[src/rtl/gerenciador_sequencia_param_pkg.sv]
// rtl/gerenciador_sequencia_param_pkg.sv - state codes and mode constants for the sequence engine
package gerenciador_sequencia_param_pkg;

    typedef enum logic [3:0] {
        OCIOSO         = 4'h0,
        GRAVA          = 4'h1,
        MOSTRA_ACESO   = 4'h2,
        MOSTRA_APAGADO = 4'h3,
        CONFERE        = 4'h4,
        FIM            = 4'hF
    } estado_t;

    localparam logic [1:0] MODO_NENHUM   = 2'b00;
    localparam logic [1:0] MODO_GRAVAR   = 2'b01;
    localparam logic [1:0] MODO_MOSTRAR  = 2'b10;
    localparam logic [1:0] MODO_CONFERIR = 2'b11;

endpackage

[src/rtl/gerenciador_sequencia_param_contador_tempo.sv]
// rtl/gerenciador_sequencia_param_contador_tempo.sv - shared tick counter with terminal-count flag
module contador_tempo #(
    parameter int MAX = 5000,
    localparam int W  = $clog2(MAX)
) (
    input  logic         clock,
    input  logic         reset,
    input  logic         clr,
    input  logic         en,
    input  logic [W-1:0] limite,
    output logic         fim
);

    logic [W-1:0] conta_q;

    assign fim = (conta_q == limite);

    always_ff @(posedge clock or negedge reset) begin
        if (!reset) begin
            conta_q <= '0;
        end else if (clr) begin
            conta_q <= '0;
        end else if (en && !fim) begin
            conta_q <= conta_q + 1'b1;
        end
    end

endmodule

[src/rtl/gerenciador_sequencia_param.sv]
// rtl/gerenciador_sequencia_param.sv - record/show/check engine for the sequence game
module gerenciador_sequencia_param
    import gerenciador_sequencia_param_pkg::*;
#(
    parameter int N_BOTOES      = 4,
    parameter int PROFUNDIDADE  = 16,
    parameter int TICKS_ACESO   = 500,
    parameter int TICKS_APAGADO = 500,
    parameter int TICKS_TIMEOUT = 5000,
    localparam int AW           = $clog2(PROFUNDIDADE)
) (
    input  logic                clock,
    input  logic                reset,
    input  logic [1:0]          modo,
    input  logic                iniciar,
    input  logic [AW:0]         tamanho,
    input  logic [N_BOTOES-1:0] botoes,
    output logic [N_BOTOES-1:0] leds,
    output logic                ocupado,
    output logic                pronto,
    output logic                acertou,
    output logic                errou,
    output logic                timeout,
    output logic [AW:0]         num_gravadas,
    output logic [3:0]          db_estado
);

    localparam int TMAX_MOSTRA = (TICKS_ACESO > TICKS_APAGADO) ? TICKS_ACESO : TICKS_APAGADO;
    localparam int TMAX        = (TMAX_MOSTRA > TICKS_TIMEOUT) ? TMAX_MOSTRA : TICKS_TIMEOUT;
    localparam int TW          = $clog2(TMAX);

    estado_t             estado_q;
    logic [N_BOTOES-1:0] mem [0:PROFUNDIDADE-1];
    logic [N_BOTOES-1:0] botoes_q, leds_q;
    logic [AW-1:0]       ptr_q;
    logic [AW:0]         num_q, idx_q, e_q, e_d, tam_ef, idx_inc;
    logic                acertou_q, errou_q, timeout_q;
    logic                jogada, valida, tempo_clr, tempo_fim;
    logic [TW-1:0]       tempo_limite;
    logic [N_BOTOES-1:0] esperado;

    // A play is the first cycle buttons go nonzero after reading all-released.
    always_comb begin
        jogada   = (botoes_q == '0) && (botoes != '0);
        valida   = $onehot(botoes);
        esperado = mem[idx_q[AW-1:0]];
        idx_inc  = idx_q + 1'b1;
        tam_ef   = (tamanho == '0) ? (AW+1)'(1) : tamanho;
        e_d      = (tam_ef < num_q) ? tam_ef : num_q;
        tempo_limite = TW'(TICKS_TIMEOUT - 1);
        tempo_clr    = 1'b1;
        case (estado_q)
            MOSTRA_ACESO: begin
                tempo_limite = TW'(TICKS_ACESO - 1);
                tempo_clr    = tempo_fim;
            end
            MOSTRA_APAGADO: begin
                tempo_limite = TW'(TICKS_APAGADO - 1);
                tempo_clr    = tempo_fim;
            end
            CONFERE: tempo_clr = tempo_fim | jogada;
            default: tempo_clr = 1'b1;
        endcase
    end

    contador_tempo #(.MAX(TMAX)) u_tempo (
        .clock  (clock),
        .reset  (reset),
        .clr    (tempo_clr),
        .en     (1'b1),
        .limite (tempo_limite),
        .fim    (tempo_fim)
    );

    always_ff @(posedge clock) begin
        if (estado_q == GRAVA && jogada && valida) begin
            mem[ptr_q] <= botoes;
        end
    end

    always_ff @(posedge clock or negedge reset) begin
        if (!reset) begin
            estado_q  <= OCIOSO;
            botoes_q  <= '0;
            leds_q    <= '0;
            ptr_q     <= '0;
            num_q     <= '0;
            idx_q     <= '0;
            e_q       <= '0;
            acertou_q <= 1'b0;
            errou_q   <= 1'b0;
            timeout_q <= 1'b0;
        end else begin
            botoes_q <= botoes;
            case (estado_q)
                OCIOSO, FIM: begin
                    leds_q <= '0;
                    if (iniciar) begin
                        acertou_q <= 1'b0;
                        errou_q   <= 1'b0;
                        timeout_q <= 1'b0;
                        idx_q     <= '0;
                        e_q       <= e_d;
                        case (modo)
                            MODO_GRAVAR: begin
                                estado_q <= GRAVA;
                                ptr_q    <= '0;
                                num_q    <= '0;
                            end
                            MODO_MOSTRAR: begin
                                if (e_d == '0) begin
                                    estado_q <= FIM;
                                end else begin
                                    estado_q <= MOSTRA_ACESO;
                                    leds_q   <= mem[0];
                                end
                            end
                            MODO_CONFERIR: begin
                                if (e_d == '0) begin
                                    estado_q  <= FIM;
                                    acertou_q <= 1'b1;
                                end else begin
                                    estado_q <= CONFERE;
                                end
                            end
                            default: estado_q <= OCIOSO;
                        endcase
                    end
                end
                GRAVA: begin
                    leds_q <= botoes;
                    if (jogada && valida) begin
                        ptr_q <= ptr_q + 1'b1;
                        num_q <= num_q + 1'b1;
                        if (num_q == (AW+1)'(PROFUNDIDADE - 1)) begin
                            estado_q <= FIM;
                            leds_q   <= '0;
                        end
                    end
                end
                MOSTRA_ACESO: begin
                    if (tempo_fim) begin
                        estado_q <= MOSTRA_APAGADO;
                        leds_q   <= '0;
                    end
                end
                MOSTRA_APAGADO: begin
                    if (tempo_fim) begin
                        idx_q <= idx_inc;
                        if (idx_inc == e_q) begin
                            estado_q <= FIM;
                        end else begin
                            estado_q <= MOSTRA_ACESO;
                            leds_q   <= mem[idx_inc[AW-1:0]];
                        end
                    end
                end
                CONFERE: begin
                    leds_q <= botoes;
                    // A play on the expiry cycle is judged; the timeout only fires without one.
                    if (jogada) begin
                        if (valida && botoes == esperado) begin
                            idx_q <= idx_inc;
                            if (idx_inc == e_q) begin
                                estado_q  <= FIM;
                                acertou_q <= 1'b1;
                                leds_q    <= '0;
                            end
                        end else begin
                            estado_q <= FIM;
                            errou_q  <= 1'b1;
                            leds_q   <= '0;
                        end
                    end else if (tempo_fim) begin
                        estado_q  <= FIM;
                        timeout_q <= 1'b1;
                        leds_q    <= '0;
                    end
                end
                default: estado_q <= OCIOSO;
            endcase
        end
    end

    assign leds         = leds_q;
    assign ocupado      = (estado_q != OCIOSO) && (estado_q != FIM);
    assign pronto       = (estado_q == FIM);
    assign acertou      = acertou_q;
    assign errou        = errou_q;
    assign timeout      = timeout_q;
    assign num_gravadas = num_q;
    assign db_estado    = estado_q;

endmodule

[config.mk]
export PLATFORM = sky130hd
export DESIGN_NAME = gerenciador_sequencia_param
export DESIGN_NICKNAME = d
export VERILOG_FILES = /design/src/rtl/gerenciador_sequencia_param_pkg.sv /design/src/rtl/gerenciador_sequencia_param_contador_tempo.sv /design/src/rtl/gerenciador_sequencia_param.sv
export SDC_FILE = /design/constraint.sdc
export NUM_CORES = 1
export LEC_CHECK = 0
export ABC_AREA = 1
export BUFFER_PORTS_ARGS = -buffer_cell sky130_fd_sc_hd__buf_4
export CAP_MARGIN = 20
export CORE_UTILIZATION = 55
export DETAILED_ROUTE_END_ITERATION = 8
export GPL_TIMING_DRIVEN = 0
export PLACE_DENSITY = 0.73
export SKIP_LAST_GASP = 1
export SLEW_MARGIN = 20
export SYNTH_ARGS = -nofsm -noshare
export SYNTH_HDL_FRONTEND = slang
export SYNTH_SLANG_ARGS = --single-unit
[constraint.sdc]
create_clock -name clock -period 2.4 [get_ports clock]
set_input_delay 0.12 -clock clock [delete_from_list [all_inputs] [get_ports clock]]
set_output_delay 0.12 -clock clock [all_outputs]
set_load 0.03 [all_outputs]
==> run summary, run 1 <==
The count of port buffers added during placement is 31. The most critical setup path has its endpoint at leds[0]$_DFFE_PN0P_. In this run the biggest area consumer among cell types represents 29.1% of the synthesized area. The Yosys step of the flow raised 0 warnings.

In this run the core area contains 39 standard-cell rows. The tools report the count of max-cap constraint violations as 0. The clock tree synthesis step divided the H-tree into 3 levels. In this run the power density over the cells is 1060 nW/um2. The final setup skew came out at 0.00786 ns. Counting flops and latches in the post-synthesis netlist gives 111.

TritonCTS built the clock tree. After synthesis, the cell types taking the most area are edfxtp_1, dfrtp_1, nand2_1. The buffer type at the clock tree root is clkbuf_16. In the final routed layout, each cell accounts on average for 19.3 um.

The net total in the final layout was 899; the fraction of final layout cells with drive strength greater than 1 was 19.9%. The clock input transition at the sequential cells of the worst setup and hold paths is 0.08 ns. After detailed routing, the number of remaining DRC violations is 2. The average instance in the mapped netlist occupies 8.23 um2.

The tools report the reg-to-reg critical path startpoint as idx_q[0]$_DFFE_PN0P_. The checks that failed: DRC. Cell accounting for the most synthesized area: edfxtp_1. Summed over all nets, the half-perimeter wirelength after detailed placement is 13600 um. Tracing the worst setup path back leads to its startpoint at idx_q[0]$_DFFE_PN0P_. The setup check on the worst reg-to-reg path leaves a slack of 0.1 ns. Data arrives at the worst endpoint at 2.59 ns. The tree built by TritonCTS fans out to 111 sinks. The distinct cell type count after synthesis was 46.

Of the synthesized area, sequential elements account for 46.9%. Number of synthesized flops with an enable pin: 64. Setup violations remaining at the end of the flow were counted as 0. In this run the static leakage power is 3.45 nW. The worst hold path belongs to the class in2reg. Traced cell by cell, the critical path runs through buf_6 -> buf_6 -> clkbuf_4 -> clkbuf_4 -> a21oi_1 -> o21ai_0 -> nand3_1 -> nand3_1 -> a21oi_1 -> nor2_1 -> nand2_1 -> inv_1 -> a21oi_2. Counting every instance in the synthesized netlist gives 803. The source-to-sink clock delay at the later pin of the worst-skew pair was 0.35 ns; the post-synthesis instance area was 6610 um2. The congestion estimate from routability-driven global placement came to 0.955. The count of nets left with antenna violations once routing finished came out at 0. After synthesis, the share of flip-flops with an asynchronous set or reset is 42.3%. The commonest register cell after synthesis was edfxtp_1. The worst path uses 96.0% of the clock period. The total count of hold-check failures in the final report is 0, and the number of gates on the worst path with buffers counted is 13.

The first detailed-routing pass ran for 7 iterations. Slew at the pin closest to its max-slew limit: 0.686 ns. At the placement stage, the worst setup path has a slack of -1.10 ns.

The type of destination of the critical path was a flip-flop. STA puts the critical path data required time at 2.68 ns. The worst-case IR drop observed on VDD is 0.628 mV. The tools report the final antenna diode count as 0.

Yosys instantiated no cell more often than nand2_1. The endpoint of the lowest-slack register-to-register path is leds[0]$_DFFE_PN0P_. In this run, the number of DRC markers left after iteration 0 of detailed routing was 603. The routed layout has 5924 vias.

The total die area is 12500 um2, and the final worst setup slack is 0.0962 ns. The placed cell count is 977. The slowest stage of the critical path belongs to the cell dfrtp_1. The number of cells on the worst reg-to-reg path is 13.

For this block, the routed nets add up to 19600 um of wire. The number of ports placed on the die boundary was 32; the initial core utilization was 57.1%. The number of buffers and inverters on the critical path is 5. The total area inside the core boundary comes to 11600 um2. The path type of the worst setup path was reg2reg. The finished layout holds 1017 standard cells, fillers aside. Dividing the detail-routed via count by the number of cells gives 5.82. For the max-slew violation total from the final report, the log shows 0. The number of nets in the synthesized netlist is 833. For the number of global-route vias before repair, the log shows 5557. On the final layout, the worst hold slack is 0.00197 ns. The flow ran to the end, but the final reports show violations. The minimum clock period was 2.30 ns; the maximum buffer depth of the clock tree was 2. The tools report the critical path launch point type as a flip-flop.

The placement-stage cell area was 7020 um2; the floorplan die width was 112 um. Compared with the post-synthesis result, the final layout area differs by 20.6%. With fillers left out, the area of the finished cells amounts to 7970 um2. The number of clock buffers added by TritonCTS is 9.

The height of the die is 112 um. On the critical path the largest part of the delay comes from buffers and inverters. The run gives 54.2% as the max-slew headroom at the worst pin. Derived from the worst setup path, the maximum achievable clock frequency is 434 MHz. The commonest cells after synthesis are nand2_1, inv_1, nand3_1, nor2_1, edfxtp_1. The global-route wire length before repair is 30200 um, and the maximum fanout count along the critical path is 10. Entering global routing, the biggest net connects 48 pins. Global routing finished with a remaining overflow of 0. The initial antenna violation count was 0. The delay contributed by the slowest stage of the critical path is 0.39 ns, and the total chip power is 0.00846 W. Global routing used 32.2% of the available tracks across all layers.
per-stage QoR:
step	setup TNS [ns]	util [%]
3_3_place_gp	-67.38	60.7
6_report	0	68.9
4_1_cts	0	66.0
3_5_place_dp	-76.06	60.7
5_1_grt	-0.259	68.9
2_1_floorplan	-2.07	-
kinds of logic after synthesis:
| logic type | share of synthesized area (%) |
|---|---|
| fa+ha+maj | 3.14 |
| compound gates | 11.2 |
| flops | 46.9 |
| xor+xnor | 2.16 |
| simple gates | 27.3 |
| buf+inv | 9.31 |
layout by cell type (no fill, tap or decap), types with 12 or more instances in the layout:
master | Yosys | final
a21oi_1 | 44 | 41
buf_4 | 1 | 45
clkbuf_16 | 0 | 12
dfrtp_1 | 47 | 45
edfxtp_1 | 64 | 64
ha_1 | 15 | 14
inv_1 | 112 | 106
nand2_1 | 193 | 186
nand3_1 | 80 | 76
nor2_1 | 66 | 48
nor2_4 | 4 | 22
nor3_1 | 16 | 15
o211ai_1 | 12 | 12
o21ai_0 | 52 | 44
o21ai_1 | 5 | 13
layer usage:
| layer | GRT usage, % | routed length (um) | part of all wire [%] | vias to the layer above |
|---|---|---|---|---|
| met5 | 0 | 0 | 0 | - |
| met4 | 11.2 | 507 | 2.6 | 0 |
| met3 | 4.74 | 1660 | 8.5 | 41 |
| met2 | 50.5 | 8820 | 45 | 272 |
| met1 | 46.1 | 8620 | 44 | 2823 |
| li1 | - | - | - | 2788 |
worst min path at each step:
stage / startpoint / to / cells after the start
after global placement: reset / db_estado[2]$_DFFE_PN0P_ / 1
after floorplan: reset / acertou$_DFFE_PN0P_ / 0
after detailed placement: reset / db_estado[2]$_DFFE_PN0P_ / 1
after CTS: botoes[1] / mem[11][1]$_DFFE_PP_ / 1
after global routing: botoes[1] / mem[12][1]$_DFFE_PP_ / 1
final: botoes[1] / mem[12][1]$_DFFE_PP_ / 1
where the power goes:
part           switching [W]  internal, W  leakage, nW  total [W]
Combinational        0.00290      0.00153         2.09    0.00442
Clock               0.000715     0.000931        0.160    0.00165
Sequential          0.000179      0.00221         1.20    0.00239
Total                0.00379      0.00467         3.45    0.00846
area by class of cell:
cell class | instances | area (um2)
fillers | 914 | 3590
multi-input cells | 550 | 3170
flip-flops and latches | 111 | 3100
repair buffers | 55 | 543
inverters | 118 | 450
clock buffers | 9 | 225
plain buffers | 24 | 200
well taps | 143 | 179
clock inverters | 7 | 101
registers in the layout (all words and copies together) (netlist names):
name,count
u_tempo.conta_q,13
e_q,5
db_estado,4
ptr_q,4
acertou,1
leds,4
errou,1
mem,64
num_gravadas,5
botoes_q,4
timeout,1
idx_q,5
what timing repair did:
item | 4_1_cts | 5_1_grt
hold endpoints to repair | 50 | 6
resized for setup | 60 | 50
cloned | 0 | 3
endpoints found under the setup margin | 83 | 94
pin swaps | 6 | 13
hold buffers | 4 | 1
buffers inserted | 4 | 12
Power figures use the tool's default switching activity.
==> run 2, diff against run 1 <==
--- a/config.mk
+++ b/config.mk
@@ -5,7 +5,6 @@
 export SDC_FILE = /design/constraint.sdc
 export NUM_CORES = 1
 export LEC_CHECK = 0
-export ABC_AREA = 1
 export BUFFER_PORTS_ARGS = -buffer_cell sky130_fd_sc_hd__buf_4
 export CAP_MARGIN = 20
 export CORE_UTILIZATION = 55
==> run 2 against run 1 <==
  * The flow finishes with violations (hold timing, setup timing)
  * Register-to-register slack lost 0.45 ns
  * Largest cell class unchanged
  * Final cell count down 31%
  * Total power is 8.0% lower
  * Flip-flop and latch count unchanged
  * Critical path type unchanged
==> run summary, run 2 <==
The run finished, with violations left. The final reports fail on hold timing, setup timing. Maximum VDD drop: 0.706 mV. The number of ports placed on the die boundary was 32. The count of placed standard cells in the final layout, fillers left out was 697. Summing the areas of all xor and xnor instances in the mapped netlist gives 3.85% of the synthesized area. The post-synthesis area per instance came out at 12.5 um2.

For the peak clock frequency supported by timing, the log shows 363 MHz. Path type of the worst min-delay path: in2reg. The part of the total power dissipated in combinational logic is 54.8%, and the fraction of final layout cells with drive strength greater than 1 is 35.8%.

The path type of the worst setup path was reg2reg. Setup violations remaining at the end of the flow were counted as 79. The endpoint identified for the worst register-to-register timing path is db_estado[3]$_DFFE_PN0P_. In this run the number of H-tree levels came out at 3.

Area growth from synthesis to layout: 24.8%. After Yosys synthesis, and, or, nand and nor cells account for 12.8% of the synthesized area. Leaving out fill and tap cells, the most frequent cell in the layout is edfxtp_1.

The worst register-to-register path has a setup slack of -0.35 ns. The number of DRC violations after detailed-routing iteration 0 is 347. The global-route usage over all layers was 28.7%. Setup repair after global routing could not meet its margin everywhere. The congestion estimate from routability-driven global placement came to 0.878.

The synthesized netlist devotes 8.88% of its cell area to compound gates. The initial antenna violation count is 0, and the minimum clock period is 2.75 ns. Data arrives at the worst endpoint at 3.05 ns. For the pin with the worst max-slew slack, the measured transition is 1.14 ns. The floorplan die width is 107 um.

Yosys mapped a number of flops with a built-in enable equal to 64. The floorplan has 37 rows. The wire-length estimate of the detail-placed layout is 10200 um. The layout has 698 filler cells. The async set-or-reset flop fraction in the synthesized netlist is 42.3%. By count the netlist is led by edfxtp_1, dfrtp_1, nand2_1, nor2_1. Including well taps, the total number of placed cells is 650. Dividing the detail-routed wire length by the instance count gives 21.7 um. For this block, the routed nets add up to 15100 um of wire. For this run, the share of the core covered by cells in the final layout is 71.8%. The worst setup path is launched from a flip-flop. Reg-to-reg critical path startpoint: idx_q[0]$_DFFE_PN0P_.

The final layout contains 586 nets. CTS placed an instance of clkbuf_8 at the clock tree root. The core region is 10500 um2.

Once the floorplan was initialized, standard cells occupied 57.5% of the core. The final route contains 4392 vias. The final setup skew was 0.0159 ns.

Summing all flip-flop and latch instances after layout gives 3100 um2. In the finished design, the share of the clock period the worst path needs comes to 115%. Adding up every negative setup slack in the final design gives -6.46 ns.

The number of standard cells after synthesis was 483; the total nets after synthesis was 513. The repair_antennas step left the layout with diodes totalling 0. The floorplan step set the die height to 107 um. In the final layout, the registers with the most flip-flops are mem (64), u_tempo.conta_q (13).

At the worst endpoint, the required time is 2.69 ns. Summed over all nets, the switching power comes to 0.00308 W. After clock tree synthesis, the clock-pin slew on the worst setup and hold paths is 0.11 ns. The sink count of the clock tree came out at 111. STA classifies the critical path endpoint as a flip-flop. The tool flagged a number of max-cap violations equal to 0. In this run the power density over the cells is 1030 nW/um2. The post-synthesis instance area was 6050 um2. The commonest register cell after synthesis was edfxtp_1.

The run gives 9 as the clock buffer count from CTS. Along the worst path, the maximum fanout reaches 6. The analysis attributes to cell leakage a power of 2.82 nW. The final worst setup slack was -0.355 ns; the max-slew violation total from the final report was 0.

The count of hold-fix buffers inserted at cts was 5. The flip-flop count of the largest register after layout works out to 64. Of the total power, the share spent switching nets is 39.6%.

Entering global routing, the biggest net connects 48 pins. The clock passes through at most 2 buffers. The run gives 63 as the distinct cell type count after synthesis. The synthesis-stage register bit count works out to 111. The source-to-sink clock delay at the later pin of the worst-skew pair came out at 0.39 ns. The total overflow left after global routing is 0. For this run, design rule violations remaining after detail routing come to 0.

edfxtp_1 takes more of the synthesized area than any other cell. TritonCTS built the clock tree. Yosys attributes the largest share of cell area to edfxtp_1, dfrtp_1, mux4_2. The path with the worst hold slack has its endpoint at botoes_q[1]$_DFF_PN0_. The count of port buffers added during placement is 31. The share of synthesized area in the top cell type comes to 31.8%. The share of synthesized cell area in full adder, half adder and majority cells is 3.44%, and the worst hold slack is -0.0740 ns. For the global-route wire length before repair, the log shows 24200 um. The tools report the portion of total power attributed to sequential cells as 31.0%. The worst hold path startpoint is botoes[1]. Number of cells on the worst hold path: 1. Number of global-route vias before repair: 4485.

The design draws 0.00778 W. The total count of hold-check failures in the final report came out at 1. The top cell types in the final layout, fill and taps aside, are edfxtp_1, buf_4, dfrtp_1. For this run, the register share of the synthesized area comes to 51.2%.

Counting flops per register, the top entry is mem. Proportion of synthesized area in mux cells: 16.3%. For the clock network power share, the log shows 14.2%. The first detailed-routing pass took 4 iterations. The total die area is 11400 um2, and the final antenna-violating net count is 0. The multi-input combinational cell area was 3170 um2; the post-detailed-route via-to-cell ratio was 6.30. The most common cell in the synthesized netlist was edfxtp_1. The max-slew headroom at the worst pin was 24.1%. Cell internal power was estimated by the tool at 0.00470 W.

During synthesis, Yosys emitted a total of 0 warnings. Counting cells, the worst reg-to-reg path comes to 8. Main combinational cell family by area after synthesis: multiplexers.
## run 2: cell count changes after synthesis, moves of 27 or more
cell and delta:
o21ai_0 -27, nand2_1 -156, nor2_1 -33, inv_1 -87, a21oi_1 -37, nand3_1 -61
## run 2: logic make-up (layout without fill, tap and decap cells)
| logic type | Yosys count | in the layout |
|---|---|---|
| adder cells (fa/ha/maj) | 16 | 16 |
| flip-flops | 111 | 111 |
| buffers and inverters | 49 | 127 |
| multiplexers | 58 | 58 |
| AND/OR/NAND/NOR | 149 | 149 |
| XOR/XNOR | 24 | 24 |
| AO/OA/AOI/OAI | 76 | 76 |
## run 2: per-stage QoR
stage	worst slack, ns	cell area [um2]
2_1_floorplan	-0.106	6260
3_3_place_gp	-0.880	6660
3_5_place_dp	-0.945	6660
4_1_cts	-0.252	7440
5_1_grt	-0.441	7540
6_report	-0.355	7540
## run 2: area by class of cell
type                       instances  share of cell area (%)
multi-input combinational        323                    42.0
buffer                            23                    2.87
inverter                          25                    1.41
timing repair buffer              63                    7.73
sequential                       111                    41.1
clock inverter                     7                   0.929
clock buffer                       9                    1.64
tap                              136                    2.26
## run 2: worst max path at each step
stage                                    start                        to  slack (ns)  depth (start not counted)
after floorplan                      botoes[3]       mem[0][0]$_DFFE_PP_       -0.11                         10
after global placement               botoes[3]      mem[12][2]$_DFFE_PP_       -0.88                         11
after detailed placement             botoes[3]      mem[12][3]$_DFFE_PP_       -0.94                         11
after CTS                 idx_q[0]$_DFFE_PN0P_  db_estado[3]$_DFFE_PN0P_       -0.25                          8
after global routing      idx_q[0]$_DFFE_PN0P_  db_estado[3]$_DFFE_PN0P_       -0.44                          8
final                     idx_q[0]$_DFFE_PN0P_  db_estado[3]$_DFFE_PN0P_       -0.35                          8
## run 2: critical path, cell delays in order (launching register included)
cell and delay, ns:
dfrtp_1 0.39, buf_6 0.18, mux4_2 0.54, mux4_2 0.53
xnor2_2 0.14, and2_4 0.18, o211ai_4 0.11, o21a_4 0.28
mux2_4 0.30
## run 2: what timing repair did
action | in CTS | in global routing
resized for setup | 57 | 22
pin swaps | 26 | 14
buffers inserted | 23 | 3
endpoints found under the setup margin | 98 | 97
endpoints found under the hold margin | 74 | 11
cloned | 1 | 0
## run 2: power groups by stage
| stage | Combinational [W] | Sequential [W] | Clock, W |
|---|---|---|---|
| final | 0.00427 | 0.00241 | 0.00111 |
| after global routing | 0.00453 | 0.00244 | 0.00119 |
| after CTS | 0.00412 | 0.00241 | 0.00113 |
| after detailed placement | 0.00337 | 0.00246 | 0 |
| after global placement | 0.00331 | 0.00244 | 0 |
| after floorplan | 0.00236 | 0.00261 | 0 |
## run 2: metal layers
layer  part of all wire (%)  vias up  global-route usage [%]
li1                       -     1976                       -
met1                     41     2218                    38.3
met2                     50      173                    46.9
met3                    7.1       25                    7.84
met4                    1.8        0                    7.24
met5                      0        -                       0
